### src/rtl/kbonacci_gen_if.sv
// Handshake and payload bundle for the k-bonacci generator.
//   start/seed_a/seed_b/num_terms/stop_on_ovf : sequence request, sampled in IDLE
//   out_valid/out_ready                       : term handshake
//   out_data/out_idx                          : current term and its index
//   ovf/done                                  : sticky overflow flag, end-of-sequence pulse
// master = requester/consumer side, slave = generator side.
interface kbonacci_gen_if #(
  parameter int unsigned DATA_WIDTH = 32,
  parameter int unsigned CNT_WIDTH  = 16
);
  logic                  start;
  logic [DATA_WIDTH-1:0] seed_a;
  logic [DATA_WIDTH-1:0] seed_b;
  logic [CNT_WIDTH-1:0]  num_terms;
  logic                  stop_on_ovf;
  logic                  out_valid;
  logic                  out_ready;
  logic [DATA_WIDTH-1:0] out_data;
  logic [CNT_WIDTH-1:0]  out_idx;
  logic                  ovf;
  logic                  done;

  modport master (
    output start, seed_a, seed_b, num_terms, stop_on_ovf, out_ready,
    input  out_valid, out_data, out_idx, ovf, done
  );

  modport slave (
    input  start, seed_a, seed_b, num_terms, stop_on_ovf, out_ready,
    output out_valid, out_data, out_idx, ovf, done
  );
endinterface

### src/rtl/kbonacci_gen.sv
// K-bonacci sequence generator: emits T0..T(num_terms-1) over a valid/ready
// handshake, where each term past T1 is the sum of the previous ORDER terms.
// Ports:
//   clk    : clock, rising edge
//   resetn : synchronous active-low reset
//   bus    : kbonacci_gen_if slave (request, term stream, ovf, done)
module kbonacci_gen #(
  parameter int unsigned DATA_WIDTH = 32,
  parameter int unsigned ORDER      = 2,
  parameter int unsigned CNT_WIDTH  = 16
) (
  input  logic          clk,
  input  logic          resetn,
  kbonacci_gen_if.slave bus
);

  localparam int unsigned SumWidth = DATA_WIDTH + 2;

  typedef enum logic [1:0] {
    IDLE = 2'd0,
    RUN  = 2'd1,
    DONE = 2'd2
  } state_e;

  state_e                             state_q, state_d;
  // hist_q[0] is the term currently on out_data, hist_q[i] the one i steps older
  logic [ORDER-1:0][DATA_WIDTH-1:0]   hist_q, hist_d;
  logic [DATA_WIDTH-1:0]              seed_b_q, seed_b_d;
  logic [CNT_WIDTH-1:0]               num_q, num_d;
  logic [CNT_WIDTH-1:0]               idx_q, idx_d;
  logic                               stop_q, stop_d;
  logic                               valid_q, valid_d;
  logic                               ovf_q, ovf_d;
  logic                               done_q, done_d;

  logic [SumWidth-1:0]                sum_c;
  logic [DATA_WIDTH-1:0]              next_term_c;
  logic                               next_ovf_c;
  logic                               hs_c;
  logic                               last_c;

  // Running sum of the history window; zero-filled history stands in for negative indices
  for (genvar g = 0; g < ORDER; g++) begin : g_sum
    logic [SumWidth-1:0] acc;
    if (g == 0) begin : g_first
      assign acc = SumWidth'(hist_q[0]);
    end else begin : g_rest
      assign acc = g_sum[g-1].acc + SumWidth'(hist_q[g]);
    end
  end
  assign sum_c = g_sum[ORDER-1].acc;

  // State and output registers
  always_ff @(posedge clk) begin
    if (!resetn) begin
      state_q  <= IDLE;
      hist_q   <= '0;
      seed_b_q <= '0;
      num_q    <= '0;
      idx_q    <= '0;
      stop_q   <= 1'b0;
      valid_q  <= 1'b0;
      ovf_q    <= 1'b0;
      done_q   <= 1'b0;
    end else begin
      state_q  <= state_d;
      hist_q   <= hist_d;
      seed_b_q <= seed_b_d;
      num_q    <= num_d;
      idx_q    <= idx_d;
      stop_q   <= stop_d;
      valid_q  <= valid_d;
      ovf_q    <= ovf_d;
      done_q   <= done_d;
    end
  end

  // Next-state and next-output logic
  always_comb begin
    state_d  = state_q;
    hist_d   = hist_q;
    seed_b_d = seed_b_q;
    num_d    = num_q;
    idx_d    = idx_q;
    stop_d   = stop_q;
    valid_d  = valid_q;
    ovf_d    = ovf_q;
    done_d   = 1'b0;

    hs_c   = valid_q & bus.out_ready;
    last_c = (idx_q == num_q - CNT_WIDTH'(1));

    // T1 is a seed, not a sum, so the step after T0 bypasses the adder
    if (idx_q == '0) begin
      next_term_c = seed_b_q;
      next_ovf_c  = 1'b0;
    end else begin
      next_term_c = sum_c[DATA_WIDTH-1:0];
      next_ovf_c  = |sum_c[SumWidth-1:DATA_WIDTH];
    end

    unique case (state_q)
      IDLE: begin
        if (bus.start) begin
          seed_b_d = bus.seed_b;
          num_d    = bus.num_terms;
          stop_d   = bus.stop_on_ovf;
          ovf_d    = 1'b0;
          if (bus.num_terms == '0) begin
            state_d = DONE;
            done_d  = 1'b1;
          end else begin
            state_d   = RUN;
            valid_d   = 1'b1;
            idx_d     = '0;
            hist_d    = '0;
            hist_d[0] = bus.seed_a;
          end
        end
      end
      RUN: begin
        if (hs_c) begin
          if (last_c) begin
            state_d = DONE;
            valid_d = 1'b0;
            done_d  = 1'b1;
          end else if (next_ovf_c && stop_q) begin
            // Overflowing term is withheld; the sequence ends on the last good one
            state_d = DONE;
            valid_d = 1'b0;
            done_d  = 1'b1;
            ovf_d   = 1'b1;
          end else begin
            idx_d  = idx_q + CNT_WIDTH'(1);
            hist_d = {hist_q[ORDER-2:0], next_term_c};
            ovf_d  = ovf_q | next_ovf_c;
          end
        end
      end
      DONE: begin
        state_d = IDLE;
      end
      default: begin
        state_d = IDLE;
      end
    endcase
  end

  assign bus.out_valid = valid_q;
  assign bus.out_data  = hist_q[0];
  assign bus.out_idx   = idx_q;
  assign bus.ovf       = ovf_q;
  assign bus.done      = done_q;

endmodule

### src/flat_wrapper.sv
// flat-port wrapper written by rule: the top's interface ports become plain ports
module kbonacci_gen_flat 
#(
  parameter int unsigned DATA_WIDTH = 32,
  parameter int unsigned ORDER      = 2,
  parameter int unsigned CNT_WIDTH  = 16
)
  (clk, resetn, bus_start, bus_seed_a, bus_seed_b, bus_num_terms, bus_stop_on_ovf, bus_out_ready, bus_out_valid, bus_out_data, bus_out_idx, bus_ovf, bus_done);
  kbonacci_gen_if #(.DATA_WIDTH(DATA_WIDTH), .CNT_WIDTH(CNT_WIDTH)) bus_i ();
  input  logic clk;
  input  logic resetn;
  input wire logic [$bits(bus_i.start)-1:0] bus_start;
  input wire logic [$bits(bus_i.seed_a)-1:0] bus_seed_a;
  input wire logic [$bits(bus_i.seed_b)-1:0] bus_seed_b;
  input wire logic [$bits(bus_i.num_terms)-1:0] bus_num_terms;
  input wire logic [$bits(bus_i.stop_on_ovf)-1:0] bus_stop_on_ovf;
  input wire logic [$bits(bus_i.out_ready)-1:0] bus_out_ready;
  output wire logic [$bits(bus_i.out_valid)-1:0] bus_out_valid;
  output wire logic [$bits(bus_i.out_data)-1:0] bus_out_data;
  output wire logic [$bits(bus_i.out_idx)-1:0] bus_out_idx;
  output wire logic [$bits(bus_i.ovf)-1:0] bus_ovf;
  output wire logic [$bits(bus_i.done)-1:0] bus_done;
  assign bus_i.start = bus_start;
  assign bus_i.seed_a = bus_seed_a;
  assign bus_i.seed_b = bus_seed_b;
  assign bus_i.num_terms = bus_num_terms;
  assign bus_i.stop_on_ovf = bus_stop_on_ovf;
  assign bus_i.out_ready = bus_out_ready;
  assign bus_out_valid = bus_i.out_valid;
  assign bus_out_data = bus_i.out_data;
  assign bus_out_idx = bus_i.out_idx;
  assign bus_ovf = bus_i.ovf;
  assign bus_done = bus_i.done;
  kbonacci_gen #(.DATA_WIDTH(DATA_WIDTH), .ORDER(ORDER), .CNT_WIDTH(CNT_WIDTH)) u_core (.clk(clk), .resetn(resetn), .bus(bus_i));
endmodule
### config.mk
export PLATFORM = sky130hd
export DESIGN_NAME = kbonacci_gen_flat
export DESIGN_NICKNAME = d
export VERILOG_FILES = /design/src/rtl/kbonacci_gen_if.sv /design/src/rtl/kbonacci_gen.sv /design/src/flat_wrapper.sv
export SDC_FILE = /design/constraint.sdc
export NUM_CORES = 1
export LEC_CHECK = 0
export CAP_MARGIN = 30
export CORE_ASPECT_RATIO = 1.25
export CORE_MARGIN = 10
export CORE_UTILIZATION = 35
export DETAILED_ROUTE_END_ITERATION = 8
export PLACE_DENSITY = 0.54
export RECOVER_POWER = 50
export SYNTH_ARGS = -nofsm -noshare
export SYNTH_HDL_FRONTEND = slang
export SYNTH_SLANG_ARGS = --single-unit
export TNS_END_PERCENT = 100
### constraint.sdc
create_clock -name clk -period 9.3 [get_ports clk]
set_input_delay 0.93 -clock clk [delete_from_list [all_inputs] [get_ports clk]]
set_output_delay 0.93 -clock clk [all_outputs]
set_load 0.01 [all_outputs]
* Yosys cells after proc, flatten, opt, wreduce, memory -nomap -nowiden
Cells that the tools add are included.
** Storage, ports and cells
- Flip-flop bits (word level) :: 134
- Word-level logic and storage cells :: 71
** Cells by class
- Add/sub/neg operators :: 3
- Equal/unequal tests :: 8
- Muxes and demuxes :: 37
- Bitwise logic cells :: 2
- Reduce and logical (&&, ||, !) cells :: 11
** Operator list (number)
- 64-bit 2-to-1 mux :: 5
- 64-bit one-hot mux with 2 select lines :: 1
- 16-bit 2-to-1 mux :: 5
- 32-bit by 32-bit adder with 33-bit output :: 1
- 16-bit logical NOT :: 2
- 32-bit 2-to-1 mux :: 1
- 16-bit one-hot mux with 2 select lines :: 1
- 16-bit by 1-bit adder with 16-bit output, second input constant :: 1
- 16-bit equality test :: 1
- 16-bit by 1-bit subtractor with 16-bit output, second input constant :: 1
- 1-bit 2-to-1 mux :: 15
- 2-bit 2-to-1 mux :: 5
- 2-bit inequality test, second input constant :: 4
- 1-bit one-hot mux with 2 select lines :: 3
- 6-bit AND reduction :: 1
- 5-bit AND reduction :: 1
- 2-bit one-hot mux with 2 select lines :: 1
- 4-bit AND reduction :: 1
- 3-bit by 1-bit inequality test with 1-bit output, second input constant :: 1
- 3-bit AND reduction :: 1
- 2-bit by 1-bit equality test with 1-bit output, second input constant :: 1
- 2-bit logical NOT :: 1
- 2-bit by 1-bit inequality test with 1-bit output, second input constant :: 1
- 2-bit AND reduction :: 1
- 5 further kinds :: 5

* Logic depth before layout (Yosys ltp)
- Word-level depth :: 8
- Mapped depth :: 14
- Depth with buffers taken out :: 11

* Least setup slack after synthesis
No wires, ideal clock.
- Path kind :: register to register
- Start point :: register u_core.hist_q (netlist bit u_core.bus.out_data[0])
- End point :: register u_core.idx_q[12], in the netlist u_core.bus.out_idx[12]
- Setup time :: 70 ps
- Arrival time :: 3190 ps
- Data required time :: 9230 ps
- Setup slack :: 6039 ps
- Stages on the path, launching flop included :: 13
- Buffers on the path :: 1
- Cells stage by stage :: dfxtp_1 -> ha_1 -> fa_1 -> a211oi_1 -> nor3_1 -> nor4_1 -> o21ai_1 -> o2111ai_1 -> a21boi_1 -> a21o_1 -> buf_4 -> or4_1 -> a21oi_1
** Between the ends
- Cells in the longest elaborated chain, start to end :: 6
** Ends and longest elaborated chain
- from (decl) :: RTL line kbonacci_gen.sv:27 : logic [ORDER-1:0][DATA_WIDTH-1:0] hist_q, hist_d;
- from (signal assigned) :: RTL line kbonacci_gen.sv:67 : hist_q <= hist_d;
- 32-bit by 32-bit adder with 33-bit output :: RTL line kbonacci_gen.sv:48 : assign acc = g_sum[g-1].acc + SumWidth'(hist_q[g]);
- 2-bit OR reduction :: RTL line kbonacci_gen.sv:99 : next_ovf_c = |sum_c[SumWidth-1:DATA_WIDTH];
- 1-bit 2-to-1 mux :: RTL line kbonacci_gen.sv:94 : if (idx_q == '0) begin
- 1-bit logical AND :: RTL line kbonacci_gen.sv:127 : end else if (next_ovf_c && stop_q) begin
- 2-bit inequality test (no line)
- 6-bit AND reduction (no line)
- to (signal assigned) :: RTL line kbonacci_gen.sv:70 : idx_q <= idx_d;
- to (decl) :: RTL line kbonacci_gen.sv:30 : logic [CNT_WIDTH-1:0] idx_q, idx_d;
Every way passes these cells.
A chain may end at the register's enable or synchronous reset.

==> out/metrics.cfg <==
[outcome]
run_status=finished clean

[critical_path]
crit_start=resetn
setup.worst_path.class=in2reg
reg2reg_from=u_core.num_q[0]
cp.arrival_ns=5.42
setup.worst_path.end_class=register
worst_ep_required_time_ns=9.65
crit_path_max_fanout=73
cp-start-kind=input port

[synth]
fraction_of_the_mapped_netlist_area_in_compound_gates_pct=26.39
yosys_most_used_dff=sky130_fd_sc_hd__dfxtp_1
post_synth_design_cell_area_mm2=0.007870
synth_seq_area_share_pct=34.09
synthCells=1014
synth-edff-count=0
adder_cell_fraction_of_synth_area_pct=5.819
synth_top_area_share_pct=34.09
synth.ff_latch_count=134
synth_area_per_inst_um2=7.761
synth.area.top_cells=sky130_fd_sc_hd__dfxtp_1, sky130_fd_sc_hd__nand2_1, sky130_fd_sc_hd__a21oi_1, sky130_fd_sc_hd__ha_1, sky130_fd_sc_hd__nor2_1
synth_top_family_by_area=compound AO/OA/AOI/OAI gates
xor_xnor_portion_of_the_synthesized_cell_area_pct=4.785
yosys.area_share.simple_pct=21.08
yosys.area.top_type=sky130_fd_sc_hd__dfxtp_1
synth.mux.area_fraction_pct=1.017
warnings_synthesis=0
syn_nets=1135
ys_types=62
async_flop_share_pct=0

[detailed_routing]
routedLengthMet1_um=11620
wl_met3_um=1262
met2_length_um=12520
drtPass1Iterations=5
routed_wire_per_std_cell_um=18.81
route.detailed.drc=0
drt.antenna.violating_nets=0
total_number_of_vias=7697
drt_iter0_drc=476
final_wl_um=26040
routed_via_density=5.561
top_layer_used=met4

[global_routing]
grt.total_usage_pct=17.46
antenna_found_initial=0
first_global_vias=7516
maximum_number_of_pins_on_one_net_before_global_route_repair=74
grt_pass1_wl_um=41390
gr-total-overflow=0

[final_layout]
finish.utilization_pct=44.21
most_common_library_cell_in_the_layout_ignoring_fill_and_taps=sky130_fd_sc_hd__nand2_1
areaGrowthSynthToFinish_pct=24.77
layout.cells.non_filler=1384
nNetsFinal=1209
final_cell_area_excluding_filler_cells_mm2=0.009819
n_antenna_cell=0
layout_common_cells=sky130_fd_sc_hd__nand2_1, sky130_fd_sc_hd__dfxtp_1, sky130_fd_sc_hd__a21oi_1
drive_gt1_share_pct=5.177

[floorplanning]
dieArea_mm2=0.02892
die_h_um=187.7
top_level_ports=136
row_count=61
initial_utilization_pct=35.43
die_width_um=154.1
coreArea_mm2=0.02221

[pwr]
totalPowerFinal_mw=1.566
pwr_density_cell_mw_per_mm2=159.5
p_leak_nw=3.877
maximum_ir_drop_on_the_vdd_rail_mv=0.1341

[clocking]
clockRootBuffer=sky130_fd_sc_hd__clkbuf_16
clkTransAtPathRegs_ns=0.06
cts.path.max_buffers=2
ctsHtreeMaxLevel=4
post_cts_resize_count=0
cts.repair_timing.setup_buffer_count=0
tritoncts_num_sinks=134
clkLatencyLatePin_ns=0.42
hold_buffer_count_at_cts=0
cts_tree=built
num_cts_buffers=17

[sta]
max_freq_mhz=197.2
report.final.slew_viol_count=0
fin_ws_ns=4.228
holdWs_ns=0.4550
timing.final.crit_period_ns=5.072
setup_total_negative_slack_ns=0
finalCritPeriodShare_pct=54.53
clock_skew_ns=0.01992
timing_worst_slew_pin_value_ns=1.348
final_hold_viol_count=0
rsz0062_at_grt=no
maxSlewHeadroom_pct=10.13
setup_violations=0

[placed_design]
placed_instances=1352
port_buffers=135
place_hpwl_um=18970
detailedPlace.worstSlack_ns=5.207
placed_area_mm2=0.009215
place.gp.congestion=0.8710

[worst_hold_path]
hold_start=u_core.seed_b_q[12]
holdCritPathClass=reg2reg

[flow_run]
cap_viol_max_count=0

[cell usage after synthesis, drive strengths merged (12+ instances only)]
library cell,n
dfxtp,134
buf,45
clkbuf,45
a211oi,18
xor2,22
inv,15
nand2,171
o21ai,47
nand3,15
a21oi,107
a22oi,34
xnor2,21
ha,35
nor3,16
nor4,12
a31oi,14
o211ai,18
a21o,22
nor2,87
[worst paths after layout]
kind         slack, ns  cells past startpoint                 endpoint
max reg2reg       5.20                     11  u_core.bus.out_data[15]
min               0.46                      2      u_core.seed_b_q[12]
min reg2reg       0.46                      2      u_core.seed_b_q[12]
max               4.23                      7  u_core.bus.out_data[30]
[logic make-up after synthesis]
logic type / Yosys count
flip-flops: 134
AND/OR/NAND/NOR: 367
buffers and inverters: 105
multiplexers: 8
XOR/XNOR: 43
adder cells (fa/ha/maj): 36
AO/OA/AOI/OAI: 321
[registers in the layout, indices dropped and copies added (netlist names)]
signal                cells
u_core.bus.out_data      32
u_core.bus.ovf            1
u_core.bus.done           1
u_core.state_q            2
u_core.bus.out_valid      1
u_core.hist_q            32
u_core.stop_q             1
u_core.seed_b_q          32
u_core.num_q             16
u_core.bus.out_idx       16
[area by class of cell]
cell class,instances,area (µm²)
clock inverters,13,155.1
multi-input cells,775,4667
clock buffers,19,452.9
well taps,283,354.1
fillers,2254,12390
repair buffers,145,1450
flip-flops and latches,134,2683
inverters,15,57.56
[worst max-delay path: stages]
cell and delay (ns):
sky130_fd_sc_hd__dlygate4sd3_1 0.52, sky130_fd_sc_hd__clkbuf_1 0.99, sky130_fd_sc_hd__clkinvlp_2 1.44, sky130_fd_sc_hd__buf_4 0.73
sky130_fd_sc_hd__nor2_1 0.56, sky130_fd_sc_hd__a32oi_1 0.10, sky130_fd_sc_hd__o21ai_0 0.12
[routing by layer]
metal | global-route usage, % | vias to the layer above
met5 | 0 | -
met4 | 6.514 | 0
met3 | 3.526 | 36
met2 | 29.07 | 197
met1 | 21.61 | 3669
li1 | - | 3795
[power by group]
part / switching (mW) / leakage (nW) / internal (mW)
registers: 0.0288 / 1.09 / 0.601
logic: 0.137 / 2.49 / 0.109
clock network: 0.256 / 0.295 / 0.434
No activity file was read; power rests on OpenSTA's default activity.
